===== src/rtl/fxp_div_pkg.sv =====
// Shared types and width helpers for the iterative fixed-point divider.
package fxp_div_pkg;

   typedef enum logic [1:0] {
      IDLE = 2'd0,
      CALC = 2'd1,
      DONE = 2'd2
   } state_t;

   // Wide enough for any saturation limit or magnitude compare we expect to use.
   localparam int SAT_W = 128;

   // Numerator width after aligning the dividend to the quotient/divisor fractions.
   function automatic int num_w(input int a_w, input int a_frac,
                                input int b_frac, input int q_frac);
      return a_w + q_frac + b_frac - a_frac;
   endfunction

   // Number of clock iterations needed to resolve n bits, steps bits at a time.
   function automatic int iters(input int n, input int steps);
      return (n + steps - 1) / steps;
   endfunction

   // Largest positive magnitude of a w-bit signed value (also the 0x7FF..F pattern).
   function automatic logic [SAT_W-1:0] sat_pos(input int w);
      return (SAT_W'(1) << (w - 1)) - SAT_W'(1);
   endfunction

   // Largest negative magnitude of a w-bit signed value (also the 0x800..0 pattern).
   function automatic logic [SAT_W-1:0] sat_neg(input int w);
      return SAT_W'(1) << (w - 1);
   endfunction

endpackage


===== src/rtl/fxp_div_step.sv =====
// One restoring division step: shift in a numerator bit, subtract D if it fits.
module fxp_div_step #(
   parameter int B_W = 16
) (
   input  logic [B_W:0]   r_i,
   input  logic [B_W-1:0] d_i,
   input  logic           n_i,
   output logic [B_W:0]   r_o,
   output logic           q_o
);

   logic [B_W+1:0] sh;
   logic [B_W+1:0] rem;

   // R stays below D after every step, so the shifted value never needs more than B_W+1 bits.
   always_comb begin
      sh  = {r_i, n_i};
      q_o = (sh >= {2'b00, d_i});
      rem = q_o ? (sh - {2'b00, d_i}) : sh;
      r_o = (B_W + 1)'(rem);
   end

endmodule


===== src/rtl/fxp_div_iter.sv =====
// Iterative restoring fixed-point divider: signed dividend, unsigned divisor,
// signed saturating quotient, STEPS quotient bits per clock, valid/ready on both sides.
module fxp_div_iter
   import fxp_div_pkg::*;
#(
   parameter int A_W    = 16,
   parameter int A_FRAC = 14,
   parameter int B_W    = 16,
   parameter int B_FRAC = 14,
   parameter int Q_W    = 16,
   parameter int Q_FRAC = 14,
   parameter int STEPS  = 2,
   parameter int ROUND  = 0
) (
   input  logic           i_clk,
   input  logic           i_rst_n,
   input  logic           i_valid,
   output logic           o_ready,
   input  logic [A_W-1:0] i_a,
   input  logic [B_W-1:0] i_b,
   output logic           o_valid,
   input  logic           i_ready,
   output logic [Q_W-1:0] o_q,
   output logic           o_dz,
   output logic           o_ovf
);

   localparam int SH    = Q_FRAC + B_FRAC - A_FRAC;
   localparam int NUM_W = num_w(A_W, A_FRAC, B_FRAC, Q_FRAC);
   localparam int ITERS = iters(NUM_W, STEPS);
   localparam int NX_W  = ITERS * STEPS;
   localparam int CNT_W = $clog2(ITERS + 1);

   generate
      if (SH < 0) begin : g_bad_frac
         $error("fxp_div_iter: Q_FRAC + B_FRAC must be >= A_FRAC");
      end
      if (!(STEPS == 1 || STEPS == 2 || STEPS == 4)) begin : g_bad_steps
         $error("fxp_div_iter: STEPS must be 1, 2 or 4");
      end
   endgenerate

   state_t            state_q, state_d;
   logic              sign_q, sign_d;
   logic [NX_W-1:0]   n_q, n_d;
   logic [B_W:0]      r_q, r_d;
   logic [B_W-1:0]    d_q, d_d;
   logic [NX_W-1:0]   quot_q, quot_d;
   logic [CNT_W-1:0]  cnt_q, cnt_d;
   logic [Q_W-1:0]    q_q, q_d;
   logic              dz_q, dz_d;
   logic              ovf_q, ovf_d;

   logic [A_W:0]      a_ext, a_abs;
   logic [B_W:0]      r_ch [STEPS+1];
   logic [STEPS-1:0]  qb;
   logic [NX_W-1:0]   quot_nx;
   logic [NUM_W-1:0]  mag;
   logic              rnd;
   logic [NUM_W:0]    mag_r;
   logic [SAT_W-1:0]  lim;
   logic              ovf_fin;
   logic [Q_W-1:0]    q_fin;

   assign o_ready = i_rst_n && (state_q == IDLE);
   assign o_valid = (state_q == DONE);
   assign o_q     = q_q;
   assign o_dz    = dz_q;
   assign o_ovf   = ovf_q;

   // Restoring-step chain, consuming numerator bits MSB first.
   assign r_ch[0] = r_q;
   for (genvar g = 0; g < STEPS; g++) begin : g_step
      fxp_div_step #(.B_W(B_W)) u_step (
         .r_i (r_ch[g]),
         .d_i (d_q),
         .n_i (n_q[NX_W-1-g]),
         .r_o (r_ch[g+1]),
         .q_o (qb[STEPS-1-g])
      );
   end

   // Operand magnitude in A_W+1 bits, then the rounded/saturated result of the final step.
   always_comb begin
      a_ext   = {i_a[A_W-1], i_a};
      a_abs   = i_a[A_W-1] ? (~a_ext + 1'b1) : a_ext;
      quot_nx = {quot_q[NX_W-STEPS-1:0], qb};
      // Zero-extension bits at the top of the numerator always yield zero quotient bits.
      mag     = NUM_W'(quot_nx);
      rnd     = (ROUND != 0) && ({r_ch[STEPS], 1'b0} >= {2'b00, d_q});
      mag_r   = {1'b0, mag} + (NUM_W + 1)'(rnd);
      lim     = sign_q ? sat_neg(Q_W) : sat_pos(Q_W);
      ovf_fin = (SAT_W'(mag_r) > lim);
      if (ovf_fin)     q_fin = Q_W'(lim);
      else if (sign_q) q_fin = Q_W'(~mag_r + 1'b1);
      else             q_fin = Q_W'(mag_r);
   end

   // Next-state and datapath update for the IDLE/CALC/DONE sequence.
   always_comb begin
      state_d = state_q;
      sign_d  = sign_q;
      n_d     = n_q;
      r_d     = r_q;
      d_d     = d_q;
      quot_d  = quot_q;
      cnt_d   = cnt_q;
      q_d     = q_q;
      dz_d    = dz_q;
      ovf_d   = ovf_q;
      case (state_q)
         IDLE: begin
            if (i_valid) begin
               sign_d = i_a[A_W-1];
               n_d    = NX_W'(a_abs) << SH;
               d_d    = i_b;
               r_d    = '0;
               quot_d = '0;
               cnt_d  = '0;
               ovf_d  = 1'b0;
               if (i_b == '0) begin
                  dz_d    = 1'b1;
                  q_d     = i_a[A_W-1] ? Q_W'(sat_neg(Q_W)) : Q_W'(sat_pos(Q_W));
                  state_d = DONE;
               end else begin
                  dz_d    = 1'b0;
                  state_d = CALC;
               end
            end
         end
         CALC: begin
            n_d    = n_q << STEPS;
            r_d    = r_ch[STEPS];
            quot_d = quot_nx;
            cnt_d  = cnt_q + CNT_W'(1);
            if (cnt_q == CNT_W'(ITERS - 1)) begin
               q_d     = q_fin;
               ovf_d   = ovf_fin;
               state_d = DONE;
            end
         end
         DONE: begin
            if (i_ready) state_d = IDLE;
         end
         default: state_d = IDLE;
      endcase
   end

   // Control state and the registered result, cleared by reset.
   always_ff @(posedge i_clk) begin
      if (!i_rst_n) begin
         state_q <= IDLE;
         cnt_q   <= '0;
         q_q     <= '0;
         dz_q    <= 1'b0;
         ovf_q   <= 1'b0;
      end else begin
         state_q <= state_d;
         cnt_q   <= cnt_d;
         q_q     <= q_d;
         dz_q    <= dz_d;
         ovf_q   <= ovf_d;
      end
   end

   // Working operands; always reloaded on accept so they need no reset.
   always_ff @(posedge i_clk) begin
      sign_q <= sign_d;
      n_q    <= n_d;
      r_q    <= r_d;
      d_q    <= d_d;
      quot_q <= quot_d;
   end

endmodule


===== config.mk =====
export PLATFORM = sky130hd
export DESIGN_NAME = fxp_div_iter
export DESIGN_NICKNAME = d
export VERILOG_FILES = /design/src/rtl/fxp_div_pkg.sv /design/src/rtl/fxp_div_step.sv /design/src/rtl/fxp_div_iter.sv
export SDC_FILE = /design/constraint.sdc
export NUM_CORES = 1
export LEC_CHECK = 0
export ABC_AREA = 0
export ABC_CLOCK_PERIOD_IN_PS = 5600
export CAP_MARGIN = 20
export CORE_UTILIZATION = 36
export CTS_CLUSTER_DIAMETER = 50
export DETAILED_ROUTE_END_ITERATION = 8
export HOLD_SLACK_MARGIN = 0.05
export PLACE_DENSITY = 0.55
export SYNTH_ARGS = -nofsm -noshare
export SYNTH_HDL_FRONTEND = slang
export SYNTH_SLANG_ARGS = --single-unit

===== constraint.sdc =====
create_clock -name i_clk -period 5.6 [get_ports i_clk]
set_input_delay 1.12 -clock i_clk [delete_from_list [all_inputs] [get_ports i_clk]]
set_output_delay 1.12 -clock i_clk [all_outputs]
set_load 0.03 [all_outputs]

### Word-level counts from Yosys, hierarchy flattened

Index checks and enable logic that the tools add are counted.

* register bits after elaboration: 116
* bits in latches: 0
* memory bits (writable): 0
* bits in read-only memories: 0
* input bits: 36
* output and inout port bits: 20
* logic and storage cells: 64
* memories kept: 0

* $add $sub $neg: 5
* multipliers: 0
* div/mod/pow operators: 0
* $lt $le $gt $ge: 3
* equal/unequal tests: 7
* shifts and indexed selects: 0
* multiplexer cells: 28
* bitwise operators: 2
* reductions and logical operators: 9

Operators with widths (number)
* 16-bit two-way mux: 8
* 30-bit case mux with 2 select lines: 1
* 28-bit case mux with 2 select lines: 1
* 17-bit two-way mux: 3
* 18-bit by 16-bit greater-or-equal comparator with 1-bit output: 2
* 17-bit case mux with 2 select lines: 1
* 17-bit by 16-bit subtractor with 17-bit output: 2
* 16-bit by 1-bit adder with 16-bit output, second input constant: 2
* 16-bit inverter: 2
* 16-bit case mux with 2 select lines: 1
* 30-bit by 16-bit > comparator with 1-bit output: 1
* 30-bit two-way mux: 1
* 28-bit two-way mux: 1
* 16-bit logical NOT: 1
* 2-bit two-way mux: 4
* 4-bit case mux with 2 select lines: 1
* 2-bit case mux with 3 select lines: 1
* 3-bit AND reduction: 2
* 4-bit by 1-bit adder with 4-bit output, second input constant: 1
* 4-bit == test, second input constant: 1
* 4-bit two-way mux: 1
* 2-bit by 1-bit != test with 1-bit output, second input constant: 2
* 2-bit != test, second input constant: 2
* 2-bit AND reduction: 2
* other kinds (8): 10

### Longest topological paths before layout

Gate-level depths: netlist of the first run.

* word-level depth: 9
* mapped depth: 31
* gate-level depth less buffers: 27

### Hierarchy

From an unflattened synthesis of the first run, not the netlist that was laid out.

* cells, all modules: 785
* area, all modules: 7200.7 um^2

By module, submodules not included
* fxp_div_iter: instances 1, cells an instance 467, area an instance 5063.6 um^2, seq. area each 2822.7 um^2
* fxp_div_step: instances 2, cells an instance 159, area an instance 1068.5 um^2, seq. area each 0.0 um^2

### Least setup slack after synthesis of the first run

Ideal clock, no wire load.

* path type: register to register
* from: reg n_q[29]
* to: reg q_q[15], in the netlist o_q[15]
* library setup time: 86 ps
* arrival: 5764 ps
* required time: 5514 ps
* path slack: -251 ps
* stages on the path, launching flop included: 30
* path buffers: 3
* clock period less this slack: 5851 ps
* path through: edfxtp_1 > inv_1 > ha_1 > inv_1 > fa_1 > a21oi_1 > o21a_1 > o211ai_2 > a21boi_4 > clkbuf_1 > o21ai_0 > fa_1 > a211oi_1 > nor3b_1 > o211ai_1 > and3_1 > clkbuf_1 > o211a_1 > nor2_1 > nor2_4 > ha_1 > and3b_1 > o21ai_0 > a31oi_1 > o211ai_1 > a31oi_1 > clkbuf_1 > a21o_1 > a41o_1 > a211oi_1

* cells in the longest elaborated chain, start to end: 9
* elaborated cells on any way between the ends: 11
* those cells by class: 2 x add/sub; 3 x order compare; 5 x mux; 1 x bitwise

Ends and longest elaborated chain
* from (decl): line fxp_div_iter.sv:45 `logic [NX_W-1:0] n_q, n_d;`
* from (signal assigned): line fxp_div_iter.sv:169 `n_q <= n_d;`
* 17-bit by 16-bit subtractor with 17-bit output or 18-bit by 16-bit greater-or-equal comparator with 1-bit output (tied branches): line fxp_div_step.sv:19, fxp_div_step.sv:18
* 17-bit two-way mux: line fxp_div_step.sv:19 `rem = q_o ? (sh - {2'b00, d_i}) : sh;`
* 18-bit by 16-bit greater-or-equal comparator with 1-bit output: line fxp_div_step.sv:18 `q_o = (sh >= {2'b00, d_i});`
* 16-bit inverter: line fxp_div_iter.sv:95 `else if (sign_q) q_fin = Q_W'(~mag_r + 1'b1);`
* 16-bit by 1-bit adder with 16-bit output: line fxp_div_iter.sv:95
* 16-bit two-way mux: line fxp_div_iter.sv:95
* 16-bit two-way mux *: line fxp_div_iter.sv:94 `if (ovf_fin) q_fin = Q_W'(lim);`
* 16-bit two-way mux *: line fxp_div_iter.sv:136 `if (cnt_q == CNT_W'(ITERS - 1)) begin`
* 16-bit case mux with 2 select lines *: line fxp_div_iter.sv:111 `case (state_q)`
* to (signal assigned): line fxp_div_iter.sv:160 `q_q <= q_d;`
* to (decl): line fxp_div_iter.sv:50 `logic [Q_W-1:0] q_q, q_d;`

Every way passes the cells marked *; elsewhere a longest branch is shown, timed or not. The select of a mux whose other input is x is not followed.
A chain may end at the register's enable or synchronous reset.

### Worst setup path after layout of the first run

* from: reg n_q[29]
* to: reg q_q[3], in the netlist o_q[3]

The elaborated chain is that of the path after synthesis.

==> results of run 1 <==
-- critical path: cells and delay by family, from the launching register on --
family	cells	cell delay [ps]
AOI/OAI and AO/OA	11	1720
adders and majority gates	4	1220
and+or+nand+nor	8	970
buffers and inverters	6	740
DFF	1	400
muxes	1	380
-- cell type report --
cell class / instances / area, sq um / area share
well taps: 234 / 293 / 0.0333
repair buffers: 113 / 1070 / 0.121
multi-input cells: 570 / 4130 / 0.470
inverters: 36 / 138 / 0.0157
clock inverters: 4 / 46.3 / 0.00527
clock buffers: 12 / 289 / 0.0329
flip-flops and latches: 102 / 2820 / 0.321
-- registers in the layout, summed over array words and instances, names as in the netlist --
| signal | cells |
|---|---|
| n_q | 16 |
| r_q | 17 |
| state_q | 2 |
| sign_q | 1 |
| d_q | 16 |
| o_q | 16 |
| quot_q | 28 |
| o_ovf | 1 |
| cnt_q | 4 |
| o_dz | 1 |
-- repair_timing --
action                     CTS  global route
resized for setup           16            75
hold endpoints to repair     0             0
gates cloned                 1             1
pin swaps                   10            43
setup buffers                5            15
setup endpoints to repair   15            17
-- layer usage --
layer  part of all wire  vias to the layer above
met1               0.48                     2851
met5                  0                        -
met4              0.018                        0
met3              0.042                       27
li1                   -                     2902
met2               0.46                      151
-- worst paths after layout --
path | cells past startpoint | slack [ps] | startpoint | end
worst max-delay path | 30 | 80 | n_q[29] | o_q[3]
worst min-delay path | 2 | 460 | o_q[1] | o_q[1]
worst max register to register | 30 | 80 | n_q[29] | o_q[3]
worst min register to register | 2 | 460 | o_q[1] | o_q[1]
-- cell families (layout without fill, tap and decap cells) --
logic type               count (synthesis)  in the layout  synth area share
AND/OR/NAND/NOR                        242            242             0.175
AO/OA/AOI/OAI                          215            215             0.198
flip-flops                             102            102             0.412
buffers and inverters                   65            165            0.0360
adder cells (fa/ha/maj)                 54             54             0.101
XOR/XNOR                                50             50            0.0639
multiplexers                             9              9            0.0141
-- cells in the mapped netlist, types with 24 or more instances --
master / count
dfxtp_1: 24
xor2_1: 24
nor2_1: 54
a21oi_1: 60
ha_1: 52
nand2_1: 65
o21ai_0: 73
xnor2_1: 26
clkbuf_1: 24
inv_1: 33
and2_1: 25
edfxtp_1: 78
-- power by group through the flow --
stage / clock, uW / sequential (uW) / combinational (uW)
2_1_floorplan: 0 / 1190 / 2240
4_1_cts: 701 / 1190 / 3370
3_3_place_gp: 0 / 1200 / 3140
5_1_grt: 727 / 1220 / 4160
3_5_place_dp: 0 / 1210 / 3180
6_report: 690 / 1190 / 3840
-- metrics by stage --
step / area, sq um / cells / hold slack [ps]
detailed placement: 7890 / 1033 / 454
floorplan: 6880 / 737 / 474
finish: 8790 / 1071 / 465
global route: 8790 / 1071 / 477
global placement: 7890 / 1033 / 453
CTS: 8380 / 1055 / 468
==> results.md, run 1 <==
* Status: finished clean
* Total track usage at 0.190
* Hpwl dp at between 10000 and 15000 um
* Final Critical Period at ~5500 ps
* Vias in the first global route at 5692
* Area of the core at 18700 sq um
* Design Power at roughly 5700 uW
* Final hold vios at 0
* Drt total wl at 18600 um
* GRT Residual Overflow at 0
* Top_reg_cell synth: edfxtp_1
* Highest Clock Rate at 0.181 GHz
* Initial Utilization at 0.366
* VDD IR max at between 0.0003 and 0.0004 V
* Hold Buf Count CTS at 0
* Final Wtd Congestion at 0.854
* Max Buffers Root-to-Sink at 2
* Post-Syn Area at 6850 sq um
* # setup viols final at 0
* Final worst slack at about 77 ps
* Filler instances at 1720
* Root buffer cell: clkbuf_16
* Critical Path Max Stage Delay at 420 ps
* TritonCTS buffer count at 9
* Final core occ at 0.470
* Cell Rows at 50
* Synthesis warning total at 0
* Mapped Cells at 737
* Initial DRC count at between 400 and 500
* Commonest non-fill, non-tap cell in the layout: edfxtp_1
* Relative slew slack at 0.365
* Fin crit share at 0.986
* Max Slew Vio Count at 0
* Antenna Nets Post-Route at 0
* Most frequent cells in the layout: edfxtp_1, nand2_1, o21ai_0
* WP data required at between 5000 and 6000 ps
* Layout cells sized above 1 at 0.180
* Area added between synthesis and finish at 28.3%
* ANT cells at 0
* Area leader, netlist: edfxtp_1
* GR Layer Usage met1 at 0.262
* Combinational share of power at 0.671
* Die area at 19600 sq um
* PwrDens at 651 nW/um^2
* Share of the synthesized area in the top cell type at 0.342
* Sequential share of power at 0.209
* H-tree depth at 3
* GRT busiest layer: met2
* Post-route setup TNS at 0 ps
* Drt first pass iters at 4
* LEAKAGE at between 0.003 and 0.004 uW
* P_int at 3180 uW
* Met3 usage at 0.0277
* Buffers on Ports at 55
* RSZ-0062 raised after global routing: yes
* Initial antenna violation count at 0
* Post-Route Skew at 12.4 ps
* Worst Setup Path Type: reg2reg
* Drt drc at 0
* Top post-synthesis cells by area: edfxtp_1, ha_1, dfxtp_1, o21ai_0, a21oi_1
* GR met2 Demand/Resource at 0.307
* Distinct cells, synth at 65
* Worst slew pin tran at 953 ps
* CP Capture Type: register
* Nets at 922
* Clock share of power at 0.120
* P_sw at ~2500 uW
* Synth async-reset ratio at 0
* Slowest-stage cell, CP: fa_2
* CTS tree: built
* I/O pins at 56
* Chip Height at 140 um
* CTS sink cnt at 102
* Startpoint class of the critical path: register
* Largest net degree at the start of global routing at 63
* Per-cell routed wire length at approximately 17 um
* Clock slew at reported path FFs at around 70 ps
* Vias per cell at 5.54
* First-pass GRT wire length at 29500 um
* Place WS at -97.6 ps
* Die width at approximately 140 um
* EDFF count, synth at 78
* Crit-path max FO at 7
* Hold WC Path Type: reg2reg
* Synthesized flop and latch total at 102
* Later-pin clock latency in the skew report at roughly 360 ps
* Critical path arrival at roughly 5800 ps
* Seq/Total Area, Yosys at 0.412
* Syn_nets at 827
* Syn_area_per_cell at 9.29 sq um
* Max_cap viols at 0
* Via count at 5931
* Switching Fraction at 0.444
Power figures use the tool's default switching activity.
==> run 2, diff against run 1 <==
--- a/config.mk
+++ b/config.mk
@@ -13,6 +13,7 @@
 export DETAILED_ROUTE_END_ITERATION = 8
 export HOLD_SLACK_MARGIN = 0.05
 export PLACE_DENSITY = 0.55
+export SLEW_MARGIN = 40
 export SYNTH_ARGS = -nofsm -noshare
 export SYNTH_HDL_FRONTEND = slang
 export SYNTH_SLANG_ARGS = --single-unit
==> run 2 against run 1 <==
Net effect: combinational power about the same; utilization up 0.14 points; non-clock buffer count up 1; worst setup slack better by 4.1 ps; register-to-register slack about the same; clock skew up 0.89 ps; flip-flop and latch count unchanged; fmax about the same; final cell count about the same; via count about the same; sequential power about the same; first-iteration DRC count down 8.6%; critical path type unchanged.
==> results.md, run 2 (same netlist as run 1, synthesis figures left out) <==
* HP Start: o_q[1] (unchanged)
* Final hold vios at 0 (unchanged)
* Sequential share of power at 0.209 (about the same)
* Crit-path max FO at 6 (was 7)
* CTS tree: built (unchanged)
* Initial DRC count at 425 (was 465)
* Most frequent cells in the layout: edfxtp_1, nand2_1, o21ai_0 (unchanged)
* Critical Path Max Stage Delay at 420 ps (about the same)
* Hold WC Path Type: reg2reg (unchanged)
* Placed cells at 1033 (unchanged)
* Fin crit share at 0.986 (about the same)
* Total track usage at 0.190 (unchanged)
* Die width at 140 um (unchanged)
* Commonest non-fill, non-tap cell in the layout: edfxtp_1 (unchanged)
* Die area at 19600 sq um (unchanged)
* Cell Rows at 50 (unchanged)
* Critical path arrival at 5770 ps (about the same)
* Drt drc at 0 (unchanged)
* Area of the core at 18700 sq um (unchanged)
* VDD IR max at 0.000328 V (was 0.000330 V)
* Post-Route Skew at 13.3 ps (was 12.4 ps)
* P_sw at 2540 uW (about the same)
* Root buffer cell: clkbuf_16 (unchanged)
* LEAKAGE at 0.00336 uW (was 0.00335 uW)
* Area added between synthesis and finish at 28.7% (was 28.3%)
* GRT Residual Overflow at 0 (unchanged)
* H-tree depth at 3 (unchanged)
* Clock slew at reported path FFs at 70 ps (about the same)
* Layout cells sized above 1 at 0.184 (was 0.180)
* Via count at 5932 (was 5931)
* Relative slew slack at 0.504 (was 0.365)
* TritonCTS buffer count at 9 (unchanged)
* # setup viols final at 0 (unchanged)
* RSZ-0062 raised after global routing: yes (unchanged)
* Final worst slack at 81.0 ps (was 76.9 ps)
* First-pass GRT wire length at 29500 um (unchanged)
* CP Capture Type: register (unchanged)
* Number of standard cells in the final layout excluding fillers at 1072 (was 1071)
* Switching Fraction at 0.443 (was 0.444)
* Buffers on Ports at 55 (unchanged)
* Largest net degree at the start of global routing at 63 (unchanged)
* Largest registers: quot_q x28, r_q x17 (unchanged)
* Combinational share of power at 0.671 (about the same)
* Largest register FFs at 28 (unchanged)
* Final Wtd Congestion at 0.854 (unchanged)
* Initial antenna violation count at 0 (unchanged)
* Startpoint class of the critical path: register (unchanged)
* Per-cell routed wire length at 17.4 um (about the same)
* Biggest register: quot_q (unchanged)
* Worst slew pin tran at 736 ps (was 953 ps)
* Vias per cell at 5.53 (was 5.54)
* Clock share of power at 0.121 (was 0.120)
* Final core occ at 0.471 (was 0.470)
* P_int at 3190 uW (was 3180 uW)
* Nets at 923 (was 922)
* Max_cap viols at 0 (unchanged)
* Slowest-stage cell, CP: fa_2 (unchanged)
* Antenna Nets Post-Route at 0 (unchanged)
* Post-route setup TNS at 0 ps (unchanged)
* Highest Clock Rate at 0.181 GHz (about the same)
* PwrDens at 649 nW/um^2 (was 651 nW/um^2)
* Vias in the first global route at 5692 (unchanged)
* Hpwl dp at 13500 um (unchanged)
* Later-pin clock latency in the skew report at 360 ps (about the same)
* CTS sink cnt at 102 (unchanged)
* Worst Setup Path Type: reg2reg (unchanged)
* Place WS at -97.6 ps (unchanged)
* Drt first pass iters at 6 (was 4)
* Max Slew Vio Count at 0 (unchanged)
* I/O pins at 56 (unchanged)
* Worst setup path startpoint: n_q[29] (unchanged)
* WP data required at 5850 ps (about the same)
* ANT cells at 0 (unchanged)
* Max Buffers Root-to-Sink at 2 (unchanged)
* Chip Height at 140 um (unchanged)
* Final Critical Period at 5520 ps (about the same)
* Drt total wl at 18700 um (was 18600 um)
* Status: finished clean (unchanged)
* Worst r2r src: n_q[29] (unchanged)
* Initial Utilization at 0.366 (unchanged)
[run 2: worst max-delay path, delay by kind of cell, from the launching register on]
kind / cells / cell delay, ps
AOI/OAI and AO/OA: 14 / 2200
and+or+nand+nor: 5 / 570
buffers and inverters: 8 / 920
muxes: 1 / 320
adders and majority gates: 4 / 1010
DFF: 1 / 400
[run 2: worst paths after layout]
kind,cells past startpoint,to,slack [ps]
worst max-delay path,32,o_q[3],80
worst min-delay path,2,o_q[1],470
worst max register to register,32,o_q[3],80
worst min register to register,2,o_q[1],470
[run 2: area by class of cell]
class	instances	area (sq um)
Tap cell	234	293
Clock inverter	4	46.3
Inverter	36	138
Multi-Input combinational cell	570	4140
Fill cell	1720	9890
Sequential cell	102	2820
Timing Repair Buffer	114	1080
Clock buffer	12	289
[run 2: metrics by stage]
step | power, uW | instance area (sq um) | hold slack [ps]
finish | 5720 | 8810 | 465
global route | 6110 | 8810 | 477
CTS | 5260 | 8380 | 468
detailed placement | 4390 | 7890 | 454
global placement | 4340 | 7890 | 453
floorplan | 3420 | 6880 | 474
[run 2: timing repair]
| item | CTS | global route |
|---|---|---|
| setup endpoints to repair | 15 | 17 |
| gates resized for setup | 16 | 77 |
| hold buffers | 0 | 0 |
| cloned | 1 | 1 |
| setup buffers | 5 | 15 |
| pin swaps | 10 | 44 |
[run 2: power by group through the flow]
stage          Sequential, uW  Combinational (uW)  Clock (uW)
2_1_floorplan            1190                2240           0
3_3_place_gp             1200                3140           0
3_5_place_dp             1210                3180           0
4_1_cts                  1190                3370         701
5_1_grt                  1220                4170         727
6_report                 1190                3840         692
[run 2: layer usage]
layer  global-route usage  share of wire
met5                    0              0
met4               0.0613          0.018
met3               0.0277          0.046
met2                0.307           0.47
met1                0.262           0.47
==> run 3, diff against run 2 <==
--- a/config.mk
+++ b/config.mk
@@ -13,6 +13,7 @@
 export DETAILED_ROUTE_END_ITERATION = 8
 export HOLD_SLACK_MARGIN = 0.05
 export PLACE_DENSITY = 0.55
+export REMOVE_ABC_BUFFERS = 1
 export SLEW_MARGIN = 40
 export SYNTH_ARGS = -nofsm -noshare
 export SYNTH_HDL_FRONTEND = slang
==> run 3 against run 2 <==
Net effect: die area stayed put; wire length is 0.62% lower; sequential power hardly changed; global-route usage is 0.20 points higher; critical path depth is 4 lower; largest power group unchanged; fmax is 0.28% higher; via count is 1.9% lower; combinational power is 2% lower; hold slack better by 15 ps; register-to-register slack better by 20 ps; highest routed layer unchanged; worst setup slack better by 16 ps; critical path type unchanged.
==> results.md, run 3 (same netlist as run 1, synthesis figures left out) <==
* Biggest register: quot_q (unchanged)
* P_sw at 2480 uW (was 2540 uW)
* Total track usage at 0.192 (was 0.190)
* WHS at 481 ps (was 465 ps)
* Hold WC Path Type: reg2reg (unchanged)
* Final Critical Period at 5500 ps (was 5520 ps)
* Critical path arrival at 5780 ps (was 5770 ps)
* CTS tree: built (unchanged)
* Layout cells sized above 1 at 0.160 (was 0.184)
* Worst path bufs/invs at 4 (was 8)
* Cell Area, Placed at 7850 sq um (was 7890 sq um)
* Commonest non-fill, non-tap cell in the layout: edfxtp_1 (unchanged)
* Finished Cell Area at 8640 sq um (was 8810 sq um)
* Hold depth at 2 (unchanged)
* ANT cells at 0 (unchanged)
* Via count at 5822 (was 5932)
* Vias per cell at 5.50 (was 5.53)
* H-tree depth at 3 (unchanged)
* Largest net degree at the start of global routing at 64 (was 63)
* Max_cap viols at 0 (unchanged)
* R2R Setup Slk at 100 ps (was 80 ps)
* LEAKAGE at 0.00327 uW (was 0.00336 uW)
* Drt total wl at 18600 um (was 18700 um)
* Design Power at 5680 uW (was 5720 uW)
* Endpoint, Worst Hold: o_q[1] (unchanged)
* Fin crit share at 0.983 (was 0.986)
* Combinational share of power at 0.661 (was 0.671)
* Area added between synthesis and finish at 26.1% (was 28.7%)
* Slowest-stage cell, CP: fa_2 (unchanged)
* Antenna Nets Post-Route at 0 (unchanged)
* Die area at 19600 sq um (unchanged)
* Initial Utilization at 0.366 (unchanged)
* Post-route setup TNS at 0 ps (unchanged)
* GRT Residual Overflow at 0 (unchanged)
* Max Slew Vio Count at 0 (unchanged)
* Post-Route Skew at 11.5 ps (was 13.3 ps)
* WP data required at 5880 ps (was 5850 ps)
* Drt drc at 0 (unchanged)
* Switching Fraction at 0.437 (was 0.443)
* Register-to-Register Path Depth at 28 (was 32)
* Highest Clock Rate at 0.182 GHz (was 0.181 GHz)
* Final Wtd Congestion at 0.866 (was 0.854)
* RSZ-0062 raised after global routing: yes (unchanged)
* Final core occ at 0.462 (was 0.471)
* Initial antenna violation count at 0 (unchanged)
* TritonCTS buffer count at 9 (unchanged)
* P_int at 3200 uW (was 3190 uW)
* Area of the core at 18700 sq um (unchanged)
* Hpwl dp at 13400 um (was 13500 um)
* Initial DRC count at 399 (was 425)
* Most frequent cells in the layout: edfxtp_1, nand2_1, o21ai_0 (unchanged)
* Clock slew at reported path FFs at 80 ps (was 70 ps)
* Critical Path Max Stage Delay at 410 ps (was 420 ps)
* Worst slew pin tran at 784 ps (was 736 ps)
* PwrDens at 658 nW/um^2 (was 649 nW/um^2)
* CP Capture Type: register (unchanged)
* I/O pins at 56 (unchanged)
* Final hold vios at 0 (unchanged)
* Vias in the first global route at 5820 (was 5692)
* Clock share of power at 0.129 (was 0.121)
* Reg2Reg Capture Point: o_q[2] (was o_q[3])
* Relative slew slack at 0.475 (was 0.504)
* Chip Height at 140 um (unchanged)
* CTS sink cnt at 102 (unchanged)
* Nets at 910 (was 923)
* Largest registers: quot_q x28, r_q x17 (unchanged)
* First-pass GRT wire length at 29600 um (was 29500 um)
* Max Buffers Root-to-Sink at 2 (unchanged)
* Crit-path max FO at 8 (was 6)
* # setup viols final at 0 (unchanged)
* Top delay family on crit path: compound AO/OA/AOI/OAI gates (unchanged)
* Startpoint class of the critical path: register (unchanged)
* Root buffer cell: clkbuf_16 (unchanged)
* Sequential share of power at 0.210 (was 0.209)
* Per-cell routed wire length at 17.5 um (was 17.4 um)
* HP Start: o_q[1] (unchanged)
* Drt first pass iters at 5 (was 6)
* Later-pin clock latency in the skew report at 360 ps (about the same)
* Largest register FFs at 28 (unchanged)
* Worst Setup Path Type: reg2reg (unchanged)
* Cell Rows at 50 (unchanged)
* VDD IR max at 0.000327 V (was 0.000328 V)
* Worst r2r src: n_q[29] (unchanged)
* Status: finished clean (unchanged)
* Die width at 140 um (unchanged)
* Buffers on Ports at 55 (unchanged)
==> run 3: cell types whose count changed in the layout (fill, tap and decap cells not counted), moves of 3 or more <==
cell       before  now
buf_4          49   38
a21oi_1        47   56
a21oi_2        10    3
bufinv_16       0    3
ha_1           41   38
ha_4            6    9
==> run 3: power by group through the flow <==
stage	Clock, uW	Combinational, uW	Sequential, uW
floorplan	0	2130	1190
finish	732	3750	1190
global route	768	4100	1220
detailed placement	0	3120	1200
CTS	745	3290	1190
global placement	0	3080	1210
==> run 3: worst max path at each step <==
stage | to | cells past startpoint | start | slack, ps
floorplan | o_q[15] | 26 | n_q[29] | -610
global placement | o_q[3] | 27 | n_q[29] | 7
detailed placement | o_q[2] | 27 | n_q[29] | -130
CTS | o_q[2] | 31 | n_q[29] | 1
global route | o_q[2] | 28 | n_q[29] | -150
finish | o_q[2] | 28 | n_q[29] | 100
==> run 3: final cells by class <==
class,count,area [sq um]
clock buffer,11,233
clock inverter,5,106
fill,1750,10100
inverter,36,135
multi-input combinational,570,4120
sequential,102,2820
tap,234,293
timing repair buffer,101,928
==> run 3: routing by layer <==
layer | vias up | track usage | share of wire
met5 | - | 0 | 0
met4 | 0 | 0.0654 | 0.018
met3 | 27 | 0.0383 | 0.039
met2 | 126 | 0.325 | 0.48
met1 | 2785 | 0.244 | 0.47
li1 | 2884 | - | -
==> run 3: repair_timing <==
item	CTS	global route
setup buffers	6	8
resized for setup	18	67
setup endpoints to repair	13	17
gates cloned	0	1
hold buffers	0	0
pin swaps	7	28
==> run 3: metrics by stage <==
step | cells | setup WS (ps)
global placement | 1028 | 7.06
detailed placement | 1028 | -131
global route | 1059 | -148
floorplan | 708 | -609
CTS | 1050 | 1.16
finish | 1059 | 96.7
==> run 3: worst reg2reg max path: cells and delay by family, from the launching register on <==
kind | cells | cell delay, ps
flip-flops | 1 | 390
AO/OA/AOI/OAI | 14 | 2620
multiplexers | 1 | 330
AND/OR/NAND/NOR | 5 | 640
adder cells (fa/ha/maj) | 4 | 980
buffers and inverters | 4 | 460
